[config.mk]
export PLATFORM = sky130hd
export DESIGN_NAME = mill_rx_frame_ctrl
export DESIGN_NICKNAME = d
export VERILOG_FILES = /design/src/rtl/mill_rx_pkg.sv /design/src/rtl/mill_rx_byte_asm.sv /design/src/rtl/mill_rx_frame_ctrl.sv
export SDC_FILE = /design/constraint.sdc
export NUM_CORES = 1
export LEC_CHECK = 0
export BUFFER_PORTS_ARGS = -buffer_cell sky130_fd_sc_hd__buf_4
export CAP_MARGIN = 20
export CORE_UTILIZATION = 52
export DETAILED_ROUTE_END_ITERATION = 12
export GPL_TIMING_DRIVEN = 0
export HOLD_SLACK_MARGIN = 0.1
export PLACE_DENSITY = 0.75
export REMOVE_ABC_BUFFERS = 1
export SYNTH_ARGS = -nofsm -noshare
export SYNTH_HDL_FRONTEND = slang
export SYNTH_SLANG_ARGS = --single-unit
export TNS_END_PERCENT = 10
[constraint.sdc]
create_clock -name clk -period 2.2 [get_ports clk]
set_input_delay 0.11 -clock clk [delete_from_list [all_inputs] [get_ports clk]]
set_output_delay 0.11 -clock clk [all_outputs]
set_load 0.005 [all_outputs]
[src/rtl/mill_rx_pkg.sv]
// Shared types and sizing for the Miller-coded receive frame controller.
package mill_rx_pkg;

  localparam int TIMEOUT_DEF   = 20;
  localparam int MAX_BYTES_DEF = 32;
  localparam int POS_W         = 4;   // committed-bit position 0..8
  localparam int CNT_W         = 6;   // received byte count

  typedef enum logic [1:0] {
    ST_IDLE,
    ST_WAIT_SOF,
    ST_RECV,
    ST_FINISH
  } rx_state_e;

endpackage

[src/rtl/mill_rx_byte_asm.sv]
// Byte assembler: LSB-first shift register, bit position and running parity.
// Position 8 means eight data bits are in; the next shifted bit is parity.
module mill_rx_byte_asm
  import mill_rx_pkg::*;
(
  input  logic             clk,
  input  logic             rst,
  input  logic             clr,
  input  logic             shift_en,
  input  logic             bit_in,
  output logic [POS_W-1:0] pos,
  output logic [7:0]       data,
  output logic             byte_done,
  output logic             parity_ok
);

  logic [7:0]       sr_q, sr_d;
  logic [POS_W-1:0] pos_q, pos_d;
  logic             par_q, par_d;

  // next-state: clear, shift a data bit, or wrap after the parity bit
  always_comb begin
    sr_d  = sr_q;
    pos_d = pos_q;
    par_d = par_q;
    if (clr) begin
      sr_d  = '0;
      pos_d = '0;
      par_d = 1'b0;
    end else if (shift_en) begin
      if (pos_q == POS_W'(8)) begin
        sr_d  = '0;
        pos_d = '0;
        par_d = 1'b0;
      end else begin
        sr_d  = {bit_in, sr_q[7:1]};
        pos_d = pos_q + POS_W'(1);
        par_d = par_q ^ bit_in;
      end
    end
  end

  // state registers
  always_ff @(posedge clk) begin
    if (rst) begin
      sr_q  <= '0;
      pos_q <= '0;
      par_q <= 1'b0;
    end else begin
      sr_q  <= sr_d;
      pos_q <= pos_d;
      par_q <= par_d;
    end
  end

  assign pos       = pos_q;
  // Bits enter at the MSB, so a partial byte is right-aligned by 8-pos.
  assign data      = sr_q >> (POS_W'(8) - pos_q);
  assign byte_done = shift_en && !clr && (pos_q == POS_W'(8));
  // Odd parity: all nine bits must XOR to 1.
  assign parity_ok = par_q ^ bit_in;

endmodule

[src/rtl/mill_rx_frame_ctrl.sv]
// Receive frame controller for Miller-decoded bits: SOF detect, one-bit
// lookahead so the final (EOF) bit is never committed, gap timeout, byte
// delivery with parity and framing checks.
//
// state       | meaning
// ST_IDLE     | decoder off, waiting for arm
// ST_WAIT_SOF | decoder on, waiting for a strobed 0
// ST_RECV     | receiving bits through the lookahead
// ST_FINISH   | one cycle: EOF check, flush partial byte, frame_done
module mill_rx_frame_ctrl
  import mill_rx_pkg::*;
#(
  parameter int TIMEOUT   = TIMEOUT_DEF,
  parameter int MAX_BYTES = MAX_BYTES_DEF
) (
  input  logic             clk,
  input  logic             in_rst,
  input  logic             in_arm,
  input  logic             in_abort,
  input  logic             in_bit,
  input  logic             in_bit_valid,
  output logic             out_demod_enable,
  output logic [7:0]       out_byte,
  output logic             out_byte_valid,
  output logic [3:0]       out_last_bits,
  output logic             out_frame_done,
  output logic             out_parity_err,
  output logic             out_frame_err,
  output logic [CNT_W-1:0] out_byte_cnt,
  output logic             out_busy
);

  localparam int GAP_W = $clog2(TIMEOUT + 1);

  rx_state_e        state_q, state_d;
  logic             held_q, held_d, held_vld_q, held_vld_d;
  logic [GAP_W-1:0] gap_q, gap_d;
  logic [7:0]       byte_q, byte_d;
  logic             byte_vld_q, byte_vld_d;
  logic [3:0]       last_q, last_d;
  logic             done_q, done_d, perr_q, perr_d, ferr_q, ferr_d;
  logic [CNT_W-1:0] cnt_q, cnt_d;
  logic             busy_q, busy_d, demod_q, demod_d;
  logic             asm_clr, asm_shift;
  logic [POS_W-1:0] asm_pos;
  logic [7:0]       asm_data;
  logic             asm_done, asm_par_ok;

  mill_rx_byte_asm u_asm (
    .clk       (clk),
    .rst       (in_rst),
    .clr       (asm_clr),
    .shift_en  (asm_shift),
    .bit_in    (held_q),
    .pos       (asm_pos),
    .data      (asm_data),
    .byte_done (asm_done),
    .parity_ok (asm_par_ok)
  );

  // FSM next-state and registered-output computation
  always_comb begin
    state_d    = state_q;
    held_d     = held_q;
    held_vld_d = held_vld_q;
    gap_d      = gap_q;
    byte_d     = byte_q;
    byte_vld_d = 1'b0;
    last_d     = last_q;
    done_d     = 1'b0;
    perr_d     = perr_q;
    ferr_d     = ferr_q;
    cnt_d      = cnt_q;
    asm_clr    = 1'b0;
    asm_shift  = 1'b0;
    if (in_abort) begin
      state_d    = ST_IDLE;
      held_vld_d = 1'b0;
      gap_d      = '0;
      asm_clr    = 1'b1;
    end else begin
      case (state_q)
        ST_IDLE: begin
          if (in_arm) begin
            state_d    = ST_WAIT_SOF;
            perr_d     = 1'b0;
            ferr_d     = 1'b0;
            cnt_d      = '0;
            held_vld_d = 1'b0;
            gap_d      = '0;
            asm_clr    = 1'b1;
          end
        end
        ST_WAIT_SOF: begin
          gap_d = '0;
          if (in_bit_valid && !in_bit) state_d = ST_RECV;
        end
        ST_RECV: begin
          if (in_bit_valid) begin
            gap_d      = '0;
            held_d     = in_bit;
            held_vld_d = 1'b1;
            asm_shift  = held_vld_q;
            if (asm_done) begin
              if (cnt_q == CNT_W'(MAX_BYTES)) begin
                ferr_d  = 1'b1;
                state_d = ST_FINISH;
              end else begin
                byte_vld_d = 1'b1;
                byte_d     = asm_data;
                last_d     = 4'd0;
                cnt_d      = cnt_q + CNT_W'(1);
                if (!asm_par_ok) perr_d = 1'b1;
              end
            end
          end else if (gap_q == GAP_W'(TIMEOUT)) begin
            state_d = ST_FINISH;
          end else begin
            gap_d = gap_q + GAP_W'(1);
          end
        end
        ST_FINISH: begin
          state_d    = ST_IDLE;
          done_d     = 1'b1;
          if (!held_vld_q || held_q) ferr_d = 1'b1;
          if (asm_pos != '0) begin
            byte_vld_d = 1'b1;
            byte_d     = asm_data;
            last_d     = asm_pos;
            cnt_d      = cnt_q + CNT_W'(1);
          end
          held_vld_d = 1'b0;
          gap_d      = '0;
          asm_clr    = 1'b1;
        end
        default: state_d = ST_IDLE;
      endcase
    end
    busy_d  = (state_d != ST_IDLE);
    demod_d = (state_d == ST_WAIT_SOF) || (state_d == ST_RECV);
  end

  // state and output registers
  always_ff @(posedge clk) begin
    if (in_rst) begin
      state_q    <= ST_IDLE;
      held_q     <= 1'b0;
      held_vld_q <= 1'b0;
      gap_q      <= '0;
      byte_q     <= '0;
      byte_vld_q <= 1'b0;
      last_q     <= '0;
      done_q     <= 1'b0;
      perr_q     <= 1'b0;
      ferr_q     <= 1'b0;
      cnt_q      <= '0;
      busy_q     <= 1'b0;
      demod_q    <= 1'b0;
    end else begin
      state_q    <= state_d;
      held_q     <= held_d;
      held_vld_q <= held_vld_d;
      gap_q      <= gap_d;
      byte_q     <= byte_d;
      byte_vld_q <= byte_vld_d;
      last_q     <= last_d;
      done_q     <= done_d;
      perr_q     <= perr_d;
      ferr_q     <= ferr_d;
      cnt_q      <= cnt_d;
      busy_q     <= busy_d;
      demod_q    <= demod_d;
    end
  end

  assign out_demod_enable = demod_q;
  assign out_byte         = byte_q;
  assign out_byte_valid   = byte_vld_q;
  assign out_last_bits    = last_q;
  assign out_frame_done   = done_q;
  assign out_parity_err   = perr_q;
  assign out_frame_err    = ferr_q;
  assign out_byte_cnt     = cnt_q;
  assign out_busy         = busy_q;

endmodule

==> results by group, run 1 <==
Drt
  – Post-route ant nets: 0
  – Via/cell ratio: 5.67
  – Routed len/inst: 13.6 um
  – Via count: 2182
  – First-pass iteration count of the detailed router: 11
  – Initial DRC Count: 109
  – Detailed Route WL: 5.24 mm
  – Post-route DRC violation count: 2

Placed design
  – Port Buffers: 29
  – GPL Wtd Cong: 0.855
  – Hpwl dp: 3.58 mm
  – Placed Area: 2690 um2

Die
  – Initial Utilization: 55.3%
  – Die Span X: 71.0 um
  – Die Ht: 71.0 um
  – Std-Cell Core Area: 4470 um2
  – Die ar.: 5040 um2
  – Num ports: 30
  – Site row count: 24

CTS
  – Later-pin clock latency in the skew report: 290 ps
  – Root buffer cell: clkbuf_8
  – Clock transition at path regs: 80 ps
  – TritonCTS Buffers: 5
  – CTS tree: done
  – Clock tree buffer depth: 2
  – CTS sink cnt: 46
  – CTS H-tree lvls: 2

Worst setup path
  – Worst R2R Path Depth: 9
  – Crit path required time: 2390 ps
  – Crit. End Element: flip-flop
  – R2R Setup Slk: 40 ps
  – Crit start category: flip-flop
  – Slowest-stage cell, CP: dfxtp_4
  – Crit path arrival time: 2350 ps
  – Critical path, cell by cell: clkinv_4, ha_4, and4bb_2, o211ai_1, o21ai_1, o21ai_2, or2_2, ha_1, nor2b_1
  – Worst Setup Path Type: flip-flop to flip-flop
  – Max FO, Critical Path: 14
  – Worst Setup EP: out_demod_enable
  – Worst r2r src: u_asm.pos[0]
  – Critical Path Source: u_asm.pos[0]
  – Crit-path max cell delay: 410 ps
  – Reg-to-reg endpoint: out_demod_enable

Yosys
  – Ys Warns: 0
  – Synthesized flop and latch total: 46
  – Number of flops mapped to enable cells by yosys: 0
  – Cells after Synth: 296
  – Area leader, netlist: dfxtp_1
  – Adder-cell share of the synthesized area: 6.07%
  – Main flop type after synthesis: dfxtp_1
  – Top cell type's share of synthesized area: 37.2%
  – Sequential area share after synthesis: 37.2%
  – Largest family of logic cells by synthesized area: simple AND/OR/NAND/NOR gates
  – Main area contributors after synthesis: dfxtp_1 (37%), nand2_1 (6.8%), a21oi_1 (6.7%), ha_1 (6.1%), mux2i_1 (4.0%)
  – Post-Syn Area: 2470 um2
  – Unique masters post-synth: 49
  – Compound-Gate Fraction of Synth Area: 17.1%
  – Post-synth ARST share: 0%
  – Simple-Gate Fraction of Synth Area: 25.1%
  – XOR/XNOR Fraction of Synth Area: 2.83%
  – Multiplexer share of the synthesized area: 6.77%
  – Mean post-synth cell area: 8.36 um2

Worst hold path
  – HP Class: input pin to flip-flop
  – Min-Delay Startpoint: in_rst

Final layout
  – Fin util: 66.5%
  – Area Growth Syn to Fin: 20.2%
  – Design area: 2980 um2
  – Layout cell share with drive strength beyond 1: 24.0%
  – Final nets: 350
  – Diode count: 0

Status
  – Failing checks: DRC
  – Status: complete, but fails checks

Global routing
  – Largest net degree at the start of global routing: 19
  – Grt ovf: 0
  – GRT Total Usage: 20.7%
  – Antenna violations before repair: 0
  – Vias in the first global route: 1876
  – First-pass GRT wire length: 8.53 mm

Timing
  – Fmax: 462 MHz
  – Tmin final: 2160 ps
  – Final Skew: 4.57 ps
  – Final Max Slew Viols: 0
  – Period Utilization, post-route: 98.3%
  – Headroom to the max-slew limit: 38.4%
  – Fin Hold WS: 112 ps
  – Final setup viols: 0
  – RSZ-0062 raised after global routing: true
  – Tightest Pin Transition: 920 ps
  – Final hold violation count: 0

Power
  – Total chip power: 1530 uW
  – Max IR drop VDD: 0.320 mV
  – Static Leakage: 0.00108 uW
  – Pwr/cell area: 514 nW/um2

Job
  – Maxcap violations: 0
==> critical path, delay by kind of cell (launching register included) <==
kind                     cells  cell delay [ps]
flip-flops                   1              410
adder cells (fa/ha/maj)      2              400
AO/OA/AOI/OAI                3              470
buffers and inverters        1               90
AND/OR/NAND/NOR              3              680
==> where the power goes <==
part	total, uW	switching, uW	internal, uW	leakage (uW)
clock network	532	278	254	0.0000482
logic	147	85.7	61.6	0.000658
registers	849	8.52	840	0.000373
total	1530	373	1160	0.00108
==> worst min path at each step <==
stage,endpoint,slack [ps],depth (start not counted)
finish,out_busy,110,2
CTS,out_busy,100,2
global placement,held_q,360,3
detailed placement,held_q,370,3
floorplan,out_busy,180,1
global route,out_busy,120,2
==> what timing repair did <==
item | CTS | global route
setup endpoints to repair | 36 | 9
hold endpoints to repair | 1 | 0
buffers inserted | 6 | 6
hold buffers | 1 | 0
pin swaps | 3 | 4
cloned | 0 | 0
resized for setup | 17 | 10
==> state kept, by name (all words and copies together), names as in the netlist <==
signal,count
u_asm.par_q,1
u_asm.pos,4
held_vld_q,1
out_frame_done,1
out_last_bits,4
out_parity_err,1
out_byte_valid,1
held_q,1
out_busy,1
out_byte,8
out_demod_enable,1
u_asm.sr_q,8
out_frame_err,1
out_byte_cnt,6
state_q,2
gap_q,5
==> Yosys cell counts (all sizes together) (5+ instances only) <==
cell type and number:
o31ai 7, o21ai 16, mux2i 10, inv 13, nand4 12, nand2b 5
nand2 46, clkbuf 8, nand3 9, dfxtp 46, buf 5, ha 12
a21oi 34, nor2 19
==> area by class of cell <==
| class | instances | area [um2] |
|---|---|---|
| multi-input combinational | 223 | 1510 |
| fill | 372 | 1500 |
| sequential | 46 | 927 |
| timing repair buffer | 42 | 322 |
| clock buffer | 7 | 86.3 |
| tap | 52 | 65.1 |
| inverter | 14 | 60.1 |
| clock inverter | 1 | 5.00 |
==> placed cells by master, fill, tap and decap left out, types with 5 or more instances in the layout <==
| master | instances |
|---|---|
| a21oi_1 | 32 |
| ha_1 | 8 |
| clkbuf_8 | 6 |
| dfxtp_1 | 43 |
| mux2i_1 | 10 |
| buf_4 | 40 |
| o31ai_1 | 7 |
| o21ai_0 | 14 |
| nand3_1 | 8 |
| nand2_1 | 45 |
| nand4_1 | 12 |
| inv_1 | 11 |
| nand2b_1 | 5 |
| nor2_1 | 19 |
==> metal layers <==
layer / part of all wire, % / vias to the layer above / global-route usage [%]
met5: 0 / - / 0
met4: 1.2 / 0 / 6.00
met3: 5.2 / 9 / 2.56
met2: 47 / 57 / 34.0
met1: 47 / 1001 / 28.7
li1: - / 1115 / -
==> stage by stage <==
stage / setup TNS, ps / setup slack [ps] / std cells
floorplan: -974 / -252 / 283
global placement: -9190 / -704 / 364
detailed placement: -10180 / -726 / 364
CTS: 0 / 27.8 / 379
global route: -71.8 / -43.7 / 385
finish: 0 / 37.1 / 385
==> cells by family after synthesis <==
kind of cell / Yosys count
simple gates: 120
compound gates: 68
flops: 46
buf+inv: 27
mux: 15
fa+ha+maj: 12
xor+xnor: 8
No activity file was read; power rests on OpenSTA's default activity.
==> run 2, diff against run 1 <==
--- a/config.mk
+++ b/config.mk
@@ -7,11 +7,11 @@
 export LEC_CHECK = 0
 export BUFFER_PORTS_ARGS = -buffer_cell sky130_fd_sc_hd__buf_4
 export CAP_MARGIN = 20
-export CORE_UTILIZATION = 52
+export CORE_UTILIZATION = 60
 export DETAILED_ROUTE_END_ITERATION = 12
 export GPL_TIMING_DRIVEN = 0
 export HOLD_SLACK_MARGIN = 0.1
-export PLACE_DENSITY = 0.75
+export PLACE_DENSITY = 0.82
 export REMOVE_ABC_BUFFERS = 1
 export SYNTH_ARGS = -nofsm -noshare
 export SYNTH_HDL_FRONTEND = slang
==> constraint.sdc (replaced) <==
create_clock -name clk -period 2.8 [get_ports clk]
set_input_delay 0.14 -clock clk [delete_from_list [all_inputs] [get_ports clk]]
set_output_delay 0.14 -clock clk [all_outputs]
set_load 0.005 [all_outputs]
==> results by group, run 2 (same netlist as run 1, synthesis figures left out) <==
Status
  – Status: completed

Drt
  – Via/cell ratio: 5.83
  – First-pass iteration count of the detailed router: 5
  – Initial DRC Count: 154
  – Post-route ant nets: 0
  – Routed len/inst: 14.1 um
  – Post-route DRC violation count: 0
  – Detailed Route WL: 5.18 mm
  – Via count: 2145

CTS
  – Root buffer cell: clkbuf_8
  – TritonCTS Buffers: 5
  – Later-pin clock latency in the skew report: 300 ps
  – CTS H-tree lvls: 2
  – CTS tree: done
  – CTS sink cnt: 46
  – Clock transition at path regs: 80 ps
  – Clock tree buffer depth: 2

Power
  – Psw: 281 uW
  – Comb power frac: 8.0%
  – Clk pwr share: 38.5%
  – Total chip power: 1250 uW
  – Pwr/cell area: 445 nW/um2
  – Cell internal pwr: 965 uW
  – Seq pwr share: 53.5%
  – Static Leakage: 0.00101 uW
  – Max IR drop VDD: 0.357 mV
  – Switch share: 22.6%

Timing
  – Tmin final: 2570 ps
  – Final Skew: 7.68 ps
  – Period Utilization, post-route: 91.9%
  – Final setup viols: 0
  – Headroom to the max-slew limit: 36.5%
  – Final setup margin: 226 ps
  – RSZ-0062 raised after global routing: false
  – Fmax: 388 MHz
  – Tightest Pin Transition: 949 ps
  – Final hold violation count: 0
  – Final Max Slew Viols: 0
  – Setup TNS: 0 ps

Die
  – Std-Cell Core Area: 3800 um2
  – Site row count: 22
  – Die ar.: 4390 um2
  – Die Ht: 66.2 um
  – Num ports: 30
  – Initial Utilization: 65.2%
  – Die Span X: 66.2 um

Worst setup path
  – Max FO, Critical Path: 15
  – Worst Setup Path Type: flip-flop to flip-flop
  – Crit. End Element: flip-flop
  – Worst R2R Path Depth: 9
  – Slowest-stage cell, CP: and4b_4
  – WP depth: 9
  – Crit path required time: 3000 ps
  – Crit-path max cell delay: 400 ps
  – Crit path arrival time: 2770 ps
  – Buffer and inverter count on the worst path: 1
  – Crit start category: flip-flop
  – Critical path, cell by cell: inv_1, ha_2, and4b_4, o211ai_1, o21ai_0, o21ai_0, or2_2, ha_1, nor2b_1
  – CP top delay family: simple AND/OR/NAND/NOR gates
  – Worst r2r src: state_q[0]
  – Critical Path Source: state_q[0]
  – Critical Path Most Common Cell: o21ai_0

Placed design
  – Placed Area: 2690 um2
  – Setup Slack @ Placement: -116 ps
  – Port Buffers: 29
  – Hpwl dp: 3.68 mm
  – GPL Wtd Cong: 0.803

Global routing
  – First-pass GRT wire length: 8.71 mm
  – GRT Total Usage: 25.9%
  – Vias in the first global route: 1863
  – Largest net degree at the start of global routing: 19
  – Grt ovf: 0
  – Antenna violations before repair: 0

Worst hold path
  – HP Class: input pin to flip-flop
  – Hold path cells: 3
  – Min-Delay Startpoint: in_bit

Job
  – Maxcap violations: 0

Final layout
  – Fin util: 73.7%
  – Diode count: 0
  – Design area: 2800 um2
  – Layout cell share with drive strength beyond 1: 17.2%
  – Most frequent cells in the layout: nand2_1 (45), dfxtp_1 (45), a21oi_1 (33)
  – Area Growth Syn to Fin: 13.1%
  – Final nets: 337
run 2: metrics by stage:
| stage | hold slack, ps | std cells |
|---|---|---|
| 2_1_floorplan | 207 | 283 |
| 3_3_place_gp | 390 | 360 |
| 3_5_place_dp | 399 | 360 |
| 4_1_cts | 102 | 368 |
| 5_1_grt | 116 | 368 |
| 6_report | 106 | 368 |
run 2: worst paths after layout:
check                                        end  slack (ps)
worst min-delay path                      held_q         110
worst max-delay path            out_demod_enable         230
worst max register to register  out_demod_enable         230
worst min register to register       out_byte[7]         450
run 2: cell type report:
type,instances,area (um2)
Fill cell,295,1000
Clock inverter,1,30.0
Inverter,14,52.6
Sequential cell,46,922
Clock buffer,7,76.3
Multi-Input combinational cell,223,1440
Timing Repair Buffer,29,218
Tap cell,48,60.1
run 2: worst min-delay path, stage by stage:
cell and delay [ps]:
buf_4 90, mux2i_1 60, nor2_1 80
run 2: what timing repair did:
item | 4_1_cts | 5_1_grt
pin swaps | 0 | 0
buffers inserted | 0 | 0
hold buffers | 0 | 0
resized for setup | 1 | 3
setup endpoints to repair | 1 | 9
run 2: power by group through the flow:
stage          registers [uW]  clock network [uW]  logic, uW
3_3_place_gp              682                   0       96.0
5_1_grt                   668                 522        111
2_1_floorplan             682                   0       59.9
4_1_cts                   667                 485       98.4
3_5_place_dp              682                   0       96.8
6_report                  667                 480        100
run 2: metal layers:
metal / track usage (%) / up-vias / share of wire [%]
li1: - / 1090 / -
met1: 34.6 / 985 / 49
met2: 40.7 / 59 / 44
met3: 6.38 / 11 / 5.2
met4: 7.71 / 0 / 1.6
met5: 0 / - / 0
==> run 3, diff against run 2 <==
--- a/config.mk
+++ b/config.mk
@@ -11,9 +11,11 @@
 export DETAILED_ROUTE_END_ITERATION = 12
 export GPL_TIMING_DRIVEN = 0
 export HOLD_SLACK_MARGIN = 0.1
-export PLACE_DENSITY = 0.82
+export PLACE_DENSITY = 0.81
 export REMOVE_ABC_BUFFERS = 1
+export SKIP_CTS_REPAIR_TIMING = 1
 export SYNTH_ARGS = -nofsm -noshare
 export SYNTH_HDL_FRONTEND = slang
+export SYNTH_HIERARCHICAL = 1
 export SYNTH_SLANG_ARGS = --single-unit
 export TNS_END_PERCENT = 10
==> results by group, run 3 <==
Status
  – Status: completed

Final layout
  – Area Growth Syn to Fin: 15.5%
  – Commonest non-fill, non-tap cell in the layout: dfxtp_1
  – Most frequent cells in the layout: dfxtp_1 (43), buf_4 (36), a21oi_1 (27)
  – Fin cells: 393
  – Layout cell share with drive strength beyond 1: 19.2%
  – Diode count: 0
  – Fillers: 319
  – Design area: 3100 um2
  – Final nets: 360

Worst setup path
  – Crit path required time: 3040 ps
  – Reg-to-reg endpoint: out_byte_cnt[3]
  – Critical path, cell by cell: inv_1, ha_2, nand3b_1, nor3b_4, nand2_1, a2111o_1, or4_1, a21boi_1
  – Worst R2R Path Depth: 8
  – Worst Setup Path Type: flip-flop to flip-flop
  – Buffer and inverter count on the worst path: 1
  – Slowest-stage cell, CP: a2111o_1
  – Crit path arrival time: 2930 ps
  – Crit. End Element: flip-flop
  – Crit-path max cell delay: 540 ps
  – Crit start category: flip-flop
  – Worst r2r src: u_asm/pos[0]
  – Max FO, Critical Path: 19
  – R2R Setup Slk: 110 ps
  – CP top delay family: simple AND/OR/NAND/NOR gates

CTS
  – TritonCTS Buffers: 5
  – CTS tree: done
  – CTS H-tree lvls: 2
  – Root buffer cell: clkbuf_8
  – Clock tree buffer depth: 2
  – Clock transition at path regs: 90 ps
  – CTS sink cnt: 46
  – Later-pin clock latency in the skew report: 300 ps

Yosys
  – Area leader, netlist: dfxtp_1
  – Sequential area share after synthesis: 34.3%
  – Unique masters post-synth: 60
  – Cells after Synth: 314
  – Top-count cell post-synth: dfxtp_1
  – Post-synth ARST share: 0%
  – Post-synth top cells: dfxtp_1 (46), a21oi_1 (27), nand2_1 (22)
  – Main area contributors after synthesis: dfxtp_1 (34%), ha_1 (5.6%), mux2i_1 (5.6%), a21oi_1 (5.0%), nand2b_1 (3.5%)
  – Main flop type after synthesis: dfxtp_1
  – Top cell type's share of synthesized area: 34.3%
  – Number of flops mapped to enable cells by yosys: 0
  – Synthesized flop and latch total: 46
  – Post-Syn Area: 2690 um2
  – Mean post-synth cell area: 8.56 um2
  – Ys Warns: 6

Worst hold path
  – Hold path cells: 2
  – Worst Hold End: out_byte_valid
  – HP Class: input pin to flip-flop
  – Min-Delay Startpoint: in_abort

Power
  – Max IR drop VDD: 0.224 mV
  – Pwr/cell area: 386 nW/um2
  – Static Leakage: 0.00108 uW
  – Total chip power: 1200 uW

Drt
  – Via/cell ratio: 6.06
  – First-pass iteration count of the detailed router: 5
  – Via count: 2383
  – Initial DRC Count: 149
  – Post-route ant nets: 0
  – Routed len/inst: 15.1 um
  – Detailed Route WL: 5.94 mm
  – Post-route DRC violation count: 0

Placed design
  – Dpl cells: 375
  – Setup Slack @ Placement: -806 ps
  – Hpwl dp: 3.99 mm
  – Port Buffers: 29
  – GPL Wtd Cong: 0.872
  – Placed Area: 2880 um2

Die
  – Num ports: 30
  – Die Ht: 68.9 um
  – Die ar.: 4750 um2
  – Initial Utilization: 64.8%
  – Die Span X: 68.9 um
  – Site row count: 23
  – Std-Cell Core Area: 4140 um2

Global routing
  – GRT Total Usage: 26.1%
  – Antenna violations before repair: 0
  – First-pass GRT wire length: 9.11 mm
  – Largest net degree at the start of global routing: 28
  – Vias in the first global route: 1994
  – Grt ovf: 0

Timing
  – Fmax: 372 MHz
  – Period Utilization, post-route: 95.9%
  – Tmin final: 2690 ps
  – Tightest Pin Transition: 985 ps
  – Final setup viols: 0
  – Headroom to the max-slew limit: 34.0%
  – Fin Hold WS: 130 ps
  – Final Max Slew Viols: 0
  – Final setup margin: 114 ps
  – Final hold violation count: 0
  – Final Skew: 6.76 ps

Job
  – Maxcap violations: 0
run 3: cell types whose count changed after synthesis, sizes merged, moves of 5 or more:
| cell | delta |
|---|---|
| nand3 | +10 |
| nand2 | -24 |
| a21oi | -7 |
| nand4 | -7 |
| nand2b | +10 |
| nor3 | +6 |
| mux2i | +5 |
| a21boi | +5 |
| nor2 | -5 |
| o21ai | -7 |
| o211ai | +6 |
run 3: cell families after synthesis:
family | after synthesis | synth area share, %
compound gates | 83 | 20.6
buf+inv | 33 | 5.31
simple gates | 116 | 23.8
fa+ha+maj | 12 | 5.59
xor+xnor | 5 | 1.63
mux | 19 | 8.80
flops | 46 | 34.3
run 3: per-layer routing:
layer  wire, um  vias up  global-route usage (%)
met5          0        -                       0
met4         80        0                    10.2
met3        303        8                    5.76
met2       2720       65                    40.7
met1       2830     1110                    34.9
li1           -     1200                       -
run 3: report_power, final:
group	switching (uW)	internal (uW)	total, uW
logic	66.7	44.4	111
clock network	218	199	417
registers	7.02	661	668
total	292	905	1200
run 3: worst max-delay path by stage:
stage,startpoint,endpoint,slack (ps),depth (start not counted)
6_report,u_asm/pos[0],out_byte_cnt[3],110,8
2_1_floorplan,state_q[0],out_byte_cnt[3],-280,10
5_1_grt,u_asm/pos[0],out_byte_cnt[3],-60,8
3_5_place_dp,state_q[0],out_byte_cnt[0],-810,10
3_3_place_gp,state_q[0],out_byte_cnt[1],-750,10
4_1_cts,state_q[0],out_last_bits[1],-840,9
run 3: stage by stage:
| step | utilization [%] | setup TNS (ps) |
|---|---|---|
| after floorplan | - | -1800 |
| after global placement | 69.5 | -13570 |
| after detailed placement | 69.5 | -14820 |
| after CTS | 71.7 | -15910 |
| after global routing | 74.8 | -116 |
| final | 74.8 | 0 |
run 3: worst register-to-register path: stages (launching register included):
cell and delay [ps]:
dfxtp_2 450, inv_1 160, ha_2 260, nand3b_1 220
nor3b_4 270, nand2_1 100, a2111o_1 540, or4_1 500
a21boi_1 140
run 3: area by class of cell:
type | count | area, um2 | share of cell area, %
timing repair buffer | 38 | 290 | 9.36
sequential | 46 | 925 | 29.8
multi-input combinational | 236 | 1680 | 54.1
clock inverter | 1 | 5.00 | 0.161
tap | 50 | 62.6 | 2.02
inverter | 15 | 56.3 | 1.82
clock buffer | 7 | 86.3 | 2.78
